===== src/rtl/manquehuito_pkg.sv =====
// Shared constants, loader FSM state encoding and stream-format helpers
// for the instruction-memory loader and its neighbours.
package manquehuito_pkg;

  localparam int IMEM_ADDR_W = 8;
  localparam int INSTR_W     = 15;

  typedef enum logic [2:0] {
    IDLE = 3'd0,
    LEN  = 3'd1,
    HI   = 3'd2,
    LO   = 3'd3,
    WR   = 3'd4,
    CHK  = 3'd5,
    DONE = 3'd6,
    ERR  = 3'd7
  } loader_state_e;

  // A HI byte is legal only when every bit above the instruction's top bit is zero.
  function automatic logic hi_is_legal(input logic [7:0] hi, input int instr_w);
    logic [7:0] upper;
    upper = hi >> (instr_w - 8);
    return (upper == 8'd0);
  endfunction

  // Running XOR checksum step over the HI/LO payload bytes.
  function automatic logic [7:0] chk_step(input logic [7:0] acc, input logic [7:0] data);
    return acc ^ data;
  endfunction

endpackage


===== src/rtl/imem_loader.sv =====
// Framed byte-stream program loader: assembles instructions, writes them to
// the instruction memory from address 0, checks an XOR checksum, holds the CPU.
module imem_loader
  import manquehuito_pkg::*;
#(
  parameter int ADDR_W  = IMEM_ADDR_W,
  parameter int INSTR_W = manquehuito_pkg::INSTR_W
) (
  input  logic               clk_i,
  input  logic               rst_i,
  input  logic               start_i,
  input  logic               byte_valid_i,
  input  logic [7:0]         byte_i,
  output logic               byte_ready_o,
  output logic               we_o,
  output logic [ADDR_W-1:0]  waddr_o,
  output logic [INSTR_W-1:0] wdata_o,
  output logic               busy_o,
  output logic               done_o,
  output logic               error_o,
  output logic               cpu_halt_o
);

  // LEN=0 encodes a full-depth load, so the word counter needs one extra bit.
  localparam logic [ADDR_W:0] WORDS_FULL = {1'b1, {ADDR_W{1'b0}}};
  localparam logic [ADDR_W:0] WORDS_ONE  = {{ADDR_W{1'b0}}, 1'b1};

  loader_state_e      state_r;
  loader_state_e      state_next_s;
  logic               accept_s;
  logic               hi_ok_s;
  logic               chk_ok_s;
  logic [ADDR_W-1:0]  addr_r;
  logic [ADDR_W:0]    words_r;
  logic [INSTR_W-9:0] hi_r;
  logic [INSTR_W-1:0] wdata_r;
  logic [7:0]         chk_r;
  logic               done_r;
  logic               error_r;
  logic               halt_r;

  assign byte_ready_o = (state_r == LEN) || (state_r == HI) ||
                        (state_r == LO)  || (state_r == CHK);
  assign busy_o       = byte_ready_o || (state_r == WR);
  assign we_o         = (state_r == WR);
  assign waddr_o      = addr_r;
  assign wdata_o      = wdata_r;
  assign done_o       = done_r;
  assign error_o      = error_r;
  assign cpu_halt_o   = halt_r;

  assign accept_s = byte_valid_i && byte_ready_o;
  assign hi_ok_s  = hi_is_legal(byte_i, INSTR_W);
  assign chk_ok_s = (byte_i == chk_r);

  // State register.
  always_ff @(posedge clk_i) begin
    if (rst_i) begin
      state_r <= IDLE;
    end else begin
      state_r <= state_next_s;
    end
  end

  // Next-state decode; byte-consuming states wait indefinitely for a byte.
  always_comb begin
    state_next_s = state_r;
    case (state_r)
      IDLE: begin
        if (start_i) begin
          state_next_s = LEN;
        end else begin
          state_next_s = IDLE;
        end
      end
      LEN: begin
        if (accept_s) begin
          state_next_s = HI;
        end else begin
          state_next_s = LEN;
        end
      end
      HI: begin
        if (accept_s) begin
          if (hi_ok_s) begin
            state_next_s = LO;
          end else begin
            state_next_s = ERR;
          end
        end else begin
          state_next_s = HI;
        end
      end
      LO: begin
        if (accept_s) begin
          state_next_s = WR;
        end else begin
          state_next_s = LO;
        end
      end
      WR: begin
        if (words_r == WORDS_ONE) begin
          state_next_s = CHK;
        end else begin
          state_next_s = HI;
        end
      end
      CHK: begin
        if (accept_s) begin
          if (chk_ok_s) begin
            state_next_s = DONE;
          end else begin
            state_next_s = ERR;
          end
        end else begin
          state_next_s = CHK;
        end
      end
      DONE:    state_next_s = IDLE;
      ERR:     state_next_s = IDLE;
      default: state_next_s = IDLE;
    endcase
  end

  // Datapath: counters, instruction assembly, checksum and sticky status flags.
  always_ff @(posedge clk_i) begin
    if (rst_i) begin
      addr_r  <= '0;
      words_r <= '0;
      hi_r    <= '0;
      wdata_r <= '0;
      chk_r   <= 8'd0;
      done_r  <= 1'b0;
      error_r <= 1'b0;
      halt_r  <= 1'b1;
    end else begin
      case (state_r)
        IDLE: begin
          if (start_i) begin
            addr_r  <= '0;
            chk_r   <= 8'd0;
            done_r  <= 1'b0;
            error_r <= 1'b0;
            halt_r  <= 1'b1;
          end
        end
        LEN: begin
          if (accept_s) begin
            words_r <= (byte_i == 8'd0) ? WORDS_FULL : (ADDR_W+1)'(byte_i);
          end
        end
        HI: begin
          if (accept_s) begin
            hi_r  <= byte_i[INSTR_W-9:0];
            chk_r <= chk_step(chk_r, byte_i);
            if (!hi_ok_s) begin
              error_r <= 1'b1;
            end
          end
        end
        LO: begin
          if (accept_s) begin
            wdata_r <= {hi_r, byte_i};
            chk_r   <= chk_step(chk_r, byte_i);
          end
        end
        WR: begin
          // After a full-depth load the address wraps to 0; words_r decides termination.
          addr_r  <= addr_r + {{(ADDR_W-1){1'b0}}, 1'b1};
          words_r <= words_r - WORDS_ONE;
        end
        CHK: begin
          if (accept_s) begin
            if (chk_ok_s) begin
              done_r <= 1'b1;
              halt_r <= 1'b0;
            end else begin
              error_r <= 1'b1;
            end
          end
        end
        default: begin
        end
      endcase
    end
  end

endmodule

===== config.mk =====
export PLATFORM = sky130hd
export DESIGN_NAME = imem_loader
export DESIGN_NICKNAME = d
export VERILOG_FILES = /design/src/rtl/manquehuito_pkg.sv /design/src/rtl/imem_loader.sv
export SDC_FILE = /design/constraint.sdc
export NUM_CORES = 1
export LEC_CHECK = 0
export ABC_AREA = 1
export BUFFER_PORTS_ARGS = -buffer_cell sky130_fd_sc_hd__buf_2
export CORE_ASPECT_RATIO = 1.75
export CORE_MARGIN = 1.5
export CORE_UTILIZATION = 45
export DETAILED_ROUTE_END_ITERATION = 10
export GPL_ROUTABILITY_DRIVEN = 0
export PLACE_DENSITY = 0.74
export RECOVER_POWER = 50
export SKIP_LAST_GASP = 1
export SLEW_MARGIN = 5
export SYNTH_ARGS = -nofsm -noshare
export SYNTH_HDL_FRONTEND = slang
export SYNTH_SLANG_ARGS = --single-unit

===== constraint.sdc =====
create_clock -name clk_i -period 3.1 [get_ports clk_i]
set_input_delay 0.465 -clock clk_i [delete_from_list [all_inputs] [get_ports clk_i]]
set_output_delay 0.465 -clock clk_i [all_outputs]
set_load 0.03 [all_outputs]

-- Word level (Yosys, flattened, before mapping)
Index checks and enable logic that the tools add are counted.
- register bits: 53
- output and inout port bits: 29
- word-level logic and storage cells: 80
- add/subtract/negate cells: 2
- equal/unequal tests: 17
- mux-type cells: 29
- bitwise operators: 1
- reduce and logical (&&, ||, !) cells: 22
- operator list (kind ; number):
    one-hot mux 8 bit (2 select lines) ; 2
    one-hot mux 3 bit (7 select lines) ; 1
    2-to-1 mux 9 bit ; 2
    one-hot mux 9 bit (2 select lines) ; 1
    zero test 8 bit ; 2
    2-to-1 mux 8 bit ; 2
    2-to-1 mux 3 bit ; 5
    != test 2 bit (second input constant) ; 7
    equality test 3 bit (second input constant) ; 4
    2-to-1 mux 1 bit ; 12
    equality test 9 x 1 -> 1 bit (second input constant) ; 1
    subtractor 9 x 1 -> 9 bit (second input constant) ; 1
    adder 8 x 1 -> 8 bit (second input constant) ; 1
    equality test 8 bit ; 1
    AND reduction 2 bit ; 4
    nonzero test 2 bit ; 4
    XOR 8 bit ; 1
    equality test 3 x 2 -> 1 bit (second input constant) ; 2
    AND reduction 6 bit ; 1
    logical OR 1 bit ; 4
    one-hot mux 1 bit (2 select lines) ; 2
    AND reduction 4 bit ; 1
    OR reduction 2 bit ; 2
    equality test 3 x 1 -> 1 bit (second input constant) ; 1
    7 further kinds ; 7

-- Longest topological paths before layout
Gate-level depths: netlist of run 1.
- word-level depth: 7
- mapped depth: 10
- mapped depth without buffers: 10

-- Worst setup path after synthesis of run 1
No wires, ideal clock.
- kind: flip-flop to output port
- from: reg state_r[1]
- to: out busy_o
- arrival: 1.039 ns
- data required time: 2.635 ns
- slack: 1.596 ns
- cell stages (with the launch flop): 5
- buffers on the path: 1
- cell sequence: dfxtp_1 > nor2_2 > nand2_1 > buf_2 > nand3_1
- cells in the longest elaborated chain, start to end: 5
- elaborated cells between the ends (all ways): 9
- ends and longest elaborated chain (item ; RTL line ; source):
    from (decl) ; imem_loader.sv:28 ; loader_state_e state_r;
    from (signal assigned) ; imem_loader.sv:61 ; state_r <= state_next_s;
    equality test 3 x 1 -> 1 bit or equality test 3 x 2 -> 1 bit (tied branches) ; imem_loader.sv:42 ; assign byte_ready_o = (state_r == LEN) || (state_r == HI) ||
    logical OR 1 bit (2 in series) ; imem_loader.sv:42 ;
    logical OR 1 bit ; imem_loader.sv:43 ; (state_r == LO) || (state_r == CHK);
    logical OR 1 bit * ; imem_loader.sv:44 ; assign busy_o = byte_ready_o || (state_r == WR);
    to (decl) ; imem_loader.sv:18 ; output logic busy_o,
Every way passes the cells marked *; elsewhere a longest branch is shown, timed or not.

-- Final worst setup path of run 1
Same ends and word-level chain as after synthesis.

==> results of run 1 <==
-- critical path, stage by stage, from the launching register on --
cell and delay, ns:
dfxtp_1 0.39, clkinv_1 0.08, nor2_1 0.72, inv_4 0.14, nand3_1 0.16, buf_2 0.22
-- cell usage after synthesis, drive strengths merged --
master | number | area (um2)
nand2 | 89 | 349
a31o | 1 | 8.76
a211oi | 2 | 15.0
nor3 | 4 | 25.0
a21oi | 49 | 260
nand3 | 40 | 228
inv | 50 | 190
clkinv | 1 | 8.76
buf | 10 | 92.6
o21a | 1 | 7.51
ha | 3 | 37.5
a31oi | 2 | 12.5
dfxtp | 53 | 1060
nand4 | 7 | 43.8
a41oi | 1 | 8.76
nor2 | 22 | 119
o21ai | 26 | 145
o22ai | 1 | 6.26
clkbuf | 4 | 15.0
o221ai | 1 | 8.76
o211ai | 4 | 30.0
-- logic make-up after synthesis --
kind of cell    synth area share
compound gates             0.188
flops                      0.397
fa+ha+maj                 0.0140
buf+inv                    0.115
simple gates               0.286
-- worst paths after layout --
path | end | startpoint
setup / recovery | busy_o | state_r[1]$_SDFF_PP0_
hold / removal | wdata_o[3]$_SDFFE_PP0P_ | byte_i[3]
setup reg to reg | error_o$_SDFFE_PP0P_ | state_r[1]$_SDFF_PP0_
hold reg to reg | cpu_halt_o$_SDFFE_PP1P_ | cpu_halt_o$_SDFFE_PP1P_
-- metal layers --
metal  vias up  GRT usage  share of wire
li1       1299          -              -
met1      1151      0.243           0.38
met2        62      0.376           0.54
met3        16     0.0359          0.036
met4         0      0.112          0.037
met5         -          0              0
-- layout by cell type (no fill, tap or decap), types with 2 or more instances in the layout --
master     count
o21ai_1        2
buf_2         14
nand3_1       38
dfxtp_1       53
a211oi_1       2
nor3_1         3
nand2_2        2
bufinv_16      2
nand4_1        7
ha_1           3
nor2_2         2
a31oi_1        2
o211ai_1       4
inv_2          2
a21oi_2        4
a21oi_1       45
clkbuf_1      26
o21ai_0       22
nand2_1       86
nor2_1        19
clkbuf_8       5
inv_1         46
-- cell type report --
type	count	area, um2	share of cell area
multi-input cells	253	1280	0.434
inverters	51	195	0.0664
clock buffers	5	68.8	0.0234
flip-flops and latches	53	1060	0.361
repair buffers	41	175	0.0596
clock inverters	3	65.1	0.0221
well taps	78	97.6	0.0332
-- power breakdown --
part / switching [mW] / internal (mW) / total [mW]
Combinational: 0.285 / 0.115 / 0.399
Sequential: 0.0353 / 0.734 / 0.769
Clock: 0.238 / 0.321 / 0.559
-- metrics by stage --
step | setup slack (ns) | total power, mW | util | area, um2 | hold WS [ns]
6_report | 0.619 | 1.73 | 0.508 | 2940 | 0.442
4_1_cts | 0.916 | 1.75 | 0.519 | 3000 | 0.438
5_1_grt | 0.490 | 1.81 | 0.508 | 2940 | 0.449
3_5_place_dp | 1.28 | 1.20 | 0.496 | 2870 | 0.437
3_3_place_gp | 1.32 | 1.18 | 0.496 | 2870 | 0.430
2_1_floorplan | 1.60 | 1.11 | - | 2670 | 0.453
-- sequential cells by signal, indices dropped and copies added (netlist names) --
name,cells
done_o,1
error_o,1
chk_r,8
wdata_o,15
waddr_o,8
cpu_halt_o,1
hi_r,7
state_r,3
words_r,9
==> reports/qor.txt, run 1 <==
Status -> finished clean
# hold bufs at CTS -> 0
Slew of the pin with the lowest slew margin -> 0.946 ns
Period utilization -> 0.800
Synth Warn # -> 0
Max Freq -> 403 MHz
TritonCTS Buffers -> 5
Clk slew on worst S/H paths -> 0.09 ns
Clock skew -> 0.00785 ns
Vias per cell -> 5.22
Fill cell count -> 613
Starting Density -> 0.462
TritonCTS clock tree -> done
CTS Sinks -> 53
Cell area power density -> 587 mW/mm2
DIE WIDTH -> 61.3 um
Final WL -> 6520 um
Unique masters post-synth -> 39
Vias -> 2528
Critical Path RT -> 2.63 ns
Setup Fix Bufs, Post-CTS -> 0
Post-synthesis cell count -> 371
Crit path kind -> register to output port
Leakage -> 1.21 nW
First-pass GRT wire length -> 10800 um
Clock buffer depth -> 2
Max-cap violation count -> 0
CORE AREA -> 0.00579 mm2
Reg2Reg Depth -> 8
Gates resized, CTS repair -> 0
Clk Latency, worst-skew pair -> 0.32 ns
Min Tclk post-route -> 2.48 ns
Final net count -> 420
Relative slew slack -> 0.367
Min-Delay Path Class -> primary input to register
Crit path arrival time -> 2.02 ns
Mapped Area -> 0.00267 mm2
Die area -> 0.00643 mm2
Seq/Total Area, Yosys -> 0.397
PortBufs -> 40
Crit. End Element -> output port
Final Hold Fails -> 0
Crit-path max FO -> 11
Largest net degree at the start of global routing -> 27
Iter 0 DRT Violations -> 133
Final setup viols -> 0
Overflow after GRT -> 0
Die Y-Extent -> 105 um
Slew Limit Fails -> 0
DRC violations left -> 0
Area Growth Syn to Fin -> 10.0%
Hold depth -> 3
Routed wire per std cell -> 13.5 um
FP Rows -> 37
Antenna-violating nets left -> 0
Post-Syn Area per Cell -> 7.20 um2
Layout cells sized above 1 -> 0.106
Post-route setup TNS -> 0 ns
# H-tree levels -> 2
Inst Count DP -> 476
I/O pins -> 41
Root buf cell -> clkbuf_8
Layout Cells excl Fill -> 484
RSZ-0062 raised after global routing -> false
Total GRT Usage -> 0.218
DP HPWL -> 4800 um
Peak supply drop -> 0.393 mV
Initial antenna violation count -> 0
Diodes inserted -> 0
Vias in the first global route -> 2361
Drt pass-1 iters -> 4
Synth Register Bits -> 53
Reg2reg setup slack -> 0.90 ns
Syn Nets -> 386
CP startpoint kind -> register
No activity file was read; power rests on OpenSTA's default activity.
==> inputs of run 2 (changes only) <==
--- a/config.mk
+++ b/config.mk
@@ -5,14 +5,14 @@
 export SDC_FILE = /design/constraint.sdc
 export NUM_CORES = 1
 export LEC_CHECK = 0
-export ABC_AREA = 1
+export ABC_AREA = 0
 export BUFFER_PORTS_ARGS = -buffer_cell sky130_fd_sc_hd__buf_2
 export CORE_ASPECT_RATIO = 1.75
 export CORE_MARGIN = 1.5
 export CORE_UTILIZATION = 45
 export DETAILED_ROUTE_END_ITERATION = 10
 export GPL_ROUTABILITY_DRIVEN = 0
-export PLACE_DENSITY = 0.74
+export PLACE_DENSITY = 0.76
 export RECOVER_POWER = 50
 export SKIP_LAST_GASP = 1
 export SLEW_MARGIN = 5
==> constraint.sdc (replaced) <==
create_clock -name clk_i -period 2.2 [get_ports clk_i]
set_input_delay 0.33 -clock clk_i [delete_from_list [all_inputs] [get_ports clk_i]]
set_output_delay 0.33 -clock clk_i [all_outputs]
set_load 0.03 [all_outputs]
==> run 2 against run 1 <==
Effect of this change: sequential power rose by 33%; register-to-register slack got worse by 0.53 ns; sequential cell count did not move; count of clock-buffer cells in the layout did not move; total power rose by 15%; largest cell class unchanged; highest routed layer unchanged.
==> reports/qor.txt, run 2 <==
# hold bufs at CTS -> 0
Slew of the pin with the lowest slew margin -> 0.571 ns
Drt pass-1 iters -> 5
Initial antenna violation count -> 0
First-pass GRT wire length -> 10100 um
Fill cell count -> 559
Synth Area in Simple Gates -> 0.246
Starting Density -> 0.465
Crit-path max FO -> 20
Max stage delay on crit path -> 0.47 ns
FF-to-FF Start -> state_r[2]$_SDFF_PP0_
Most frequent cells in the layout -> 54 x nand2_1, 52 x dfxtp_1, 34 x a21oi_1
Largest net degree at the start of global routing -> 35
Clock buffer depth -> 2
Unique masters post-synth -> 50
Final WS setup -> 0.203 ns
CP startpoint kind -> register
Clock skew -> 0.00420 ns
Top-count cell post-synth -> nand2_1
I/O pins -> 41
Period utilization -> 0.908
FP Rows -> 36
Crit. End Element -> output port
# H-tree levels -> 2
Dpl ws -> 0.351 ns
Layout cells sized above 1 -> 0.101
Post-route setup TNS -> 0 ns
CP Cell Sequence -> or3b_1 > inv_6 > or2_2 > buf_2
Crit path arrival time -> 1.67 ns
Antenna-violating nets left -> 0
Area Growth Syn to Fin -> 10.8%
Final WL -> 5890 um
R2R Path End -> wdata_o[0]$_SDFFE_PP0P_
CORE AREA -> 0.00554 mm2
Seq/Total Area, Yosys -> 0.411
Synth Warn # -> 0
Area leader, netlist -> dfxtp_1
Crit path kind -> register to output port
Top cells by count, synth -> 54 x nand2_1, 53 x dfxtp_1, 34 x a21oi_1, 21 x nor2_1, 19 x clkbuf_1
Fin area -> 0.00286 mm2
Commonest register cell after synthesis -> dfxtp_1
Post-synthesis mux area share -> 0.0189
Clk Latency, worst-skew pair -> 0.30 ns
Synth Area in XOR/XNOR -> 0.0272
Final net count -> 363
Synth Area in Adders -> 0.0146
Largest family of logic cells by synthesized area -> simple AND/OR/NAND/NOR gates
Reg2Reg Depth -> 6
Clk slew on worst S/H paths -> 0.09 ns
Async set-reset flop share out of synthesis -> 0
TritonCTS Buffers -> 5
Diodes inserted -> 0
Placed instance area -> 0.00280 mm2
Mapped Area -> 0.00258 mm2
Vias per cell -> 5.58
Min Tclk post-route -> 2.00 ns
CTS Sinks -> 53
Final setup viols -> 0
Vias in the first global route -> 2227
Post-synthesis cell count -> 321
Root buf cell -> clkbuf_8
Total power draw -> 1.99 mW
Compound-cell area share of the yosys netlist -> 0.214
Reg2reg setup slack -> 0.37 ns
RSZ-0062 raised after global routing -> false
Relative slew slack -> 0.616
Synth Register Bits -> 53
Post-Syn Area per Cell -> 8.03 um2
Total GRT Usage -> 0.206
Max Freq -> 501 MHz
Iter 0 DRT Violations -> 109
Syn Nets -> 336
Vias -> 2368
Peak supply drop -> 0.445 mV
Top cell type's share of synthesized area -> 0.411
Critical-path top delay cell -> or3b_1
DRC violations left -> 0
TritonCTS clock tree -> done
Routed wire per std cell -> 13.9 um
DIE WIDTH -> 60.2 um
Synth top area cells -> dfxtp_1 41%, nand2_1 7.9%, a21oi_1 6.6%
Cell area power density -> 695 mW/mm2
Final Hold Fails -> 0
EDFF count, synth -> 0
Critical Path RT -> 1.87 ns
Most common cell after layout, fill and taps aside -> nand2_1
Overflow after GRT -> 0
PortBufs -> 40
Critical Path Sink -> busy_o
Leakage -> 0.957 nW
Min-Delay Path Class -> primary input to register
CP startpoint -> state_r[1]$_SDFF_PP0_
Max-cap violation count -> 0
Die area -> 0.00621 mm2
Slew Limit Fails -> 0
DP HPWL -> 4260 um
Die Y-Extent -> 103 um
Status -> finished clean
Largest register FFs -> 15
## run 2: cell count changes after synthesis, sizes merged, moves of 4 or more
cell,delta
a21oi,-13
clkbuf,+15
inv,-36
mux2,+4
nand2,-35
nand3,-26
nand3b,+4
o21a,+7
o21ai,-11
o32ai,+9
xnor2,+8
## run 2: worst min-delay path by stage
stage	from	to	depth (start not counted)	slack, ns
2_1_floorplan	hi_r[6]$_SDFFE_PP0P_	wdata_o[14]$_SDFFE_PP0P_	2	0.43
3_3_place_gp	hi_r[0]$_SDFFE_PP0P_	wdata_o[8]$_SDFFE_PP0P_	2	0.43
3_5_place_dp	hi_r[2]$_SDFFE_PP0P_	wdata_o[10]$_SDFFE_PP0P_	2	0.44
4_1_cts	byte_i[6]	wdata_o[6]$_SDFFE_PP0P_	3	0.32
5_1_grt	byte_i[6]	wdata_o[6]$_SDFFE_PP0P_	3	0.33
6_report	byte_i[0]	hi_r[0]$_SDFFE_PP0P_	3	0.34
## run 2: worst max-delay path, delay by kind of cell (launching register included)
family	cells	cell delay [ns]
and+or+nand+nor	2	0.60
DFF	1	0.42
buffers and inverters	2	0.35
## run 2: layout make-up
| class | instances | area [um2] | area share |
|---|---|---|---|
| Inverter | 14 | 57.6 | 0.0201 |
| Multi-Input combinational cell | 228 | 1340 | 0.468 |
| Sequential cell | 53 | 1060 | 0.372 |
| Timing Repair Buffer | 46 | 203 | 0.0709 |
| Tap cell | 76 | 95.1 | 0.0333 |
| Clock buffer | 5 | 68.8 | 0.0241 |
| Clock inverter | 2 | 35.0 | 0.0123 |
## run 2: layer usage
metal,global-route usage,routed length [um],vias to the layer above
li1,-,-,1182
met1,0.231,2400,1126
met2,0.367,3150,44
met3,0.0301,166,16
met4,0.103,176,0
met5,0,0,-
## run 2: cell families after synthesis
family,after synthesis
AOI/OAI and AO/OA,87
xor gates and xnor gates,8
adders and majority gates,3
buffers and inverters,40
DFF,53
muxes,4
and+or+nand+nor,126
## run 2: repair_timing
action | in CTS | in global routing
buffers inserted | 0 | 0
resized for setup | 0 | 1
hold endpoints to repair | 0 | 0
setup endpoints to repair | 0 | 1
## run 2: stage by stage
step | std cells | hold slack [ns] | util
after detailed placement | 417 | 0.441 | 0.506
after global placement | 417 | 0.434 | 0.506
after CTS | 424 | 0.325 | 0.525
final | 424 | 0.337 | 0.516
after floorplan | 321 | 0.428 | -
after global routing | 424 | 0.327 | 0.516
## run 2: power breakdown
part	switching (mW)	leakage, nW	internal, mW
Clock	0.311	0.0540	0.331
Combinational	0.205	0.474	0.114
Sequential	0.0352	0.429	0.989
Total	0.551	0.957	1.43
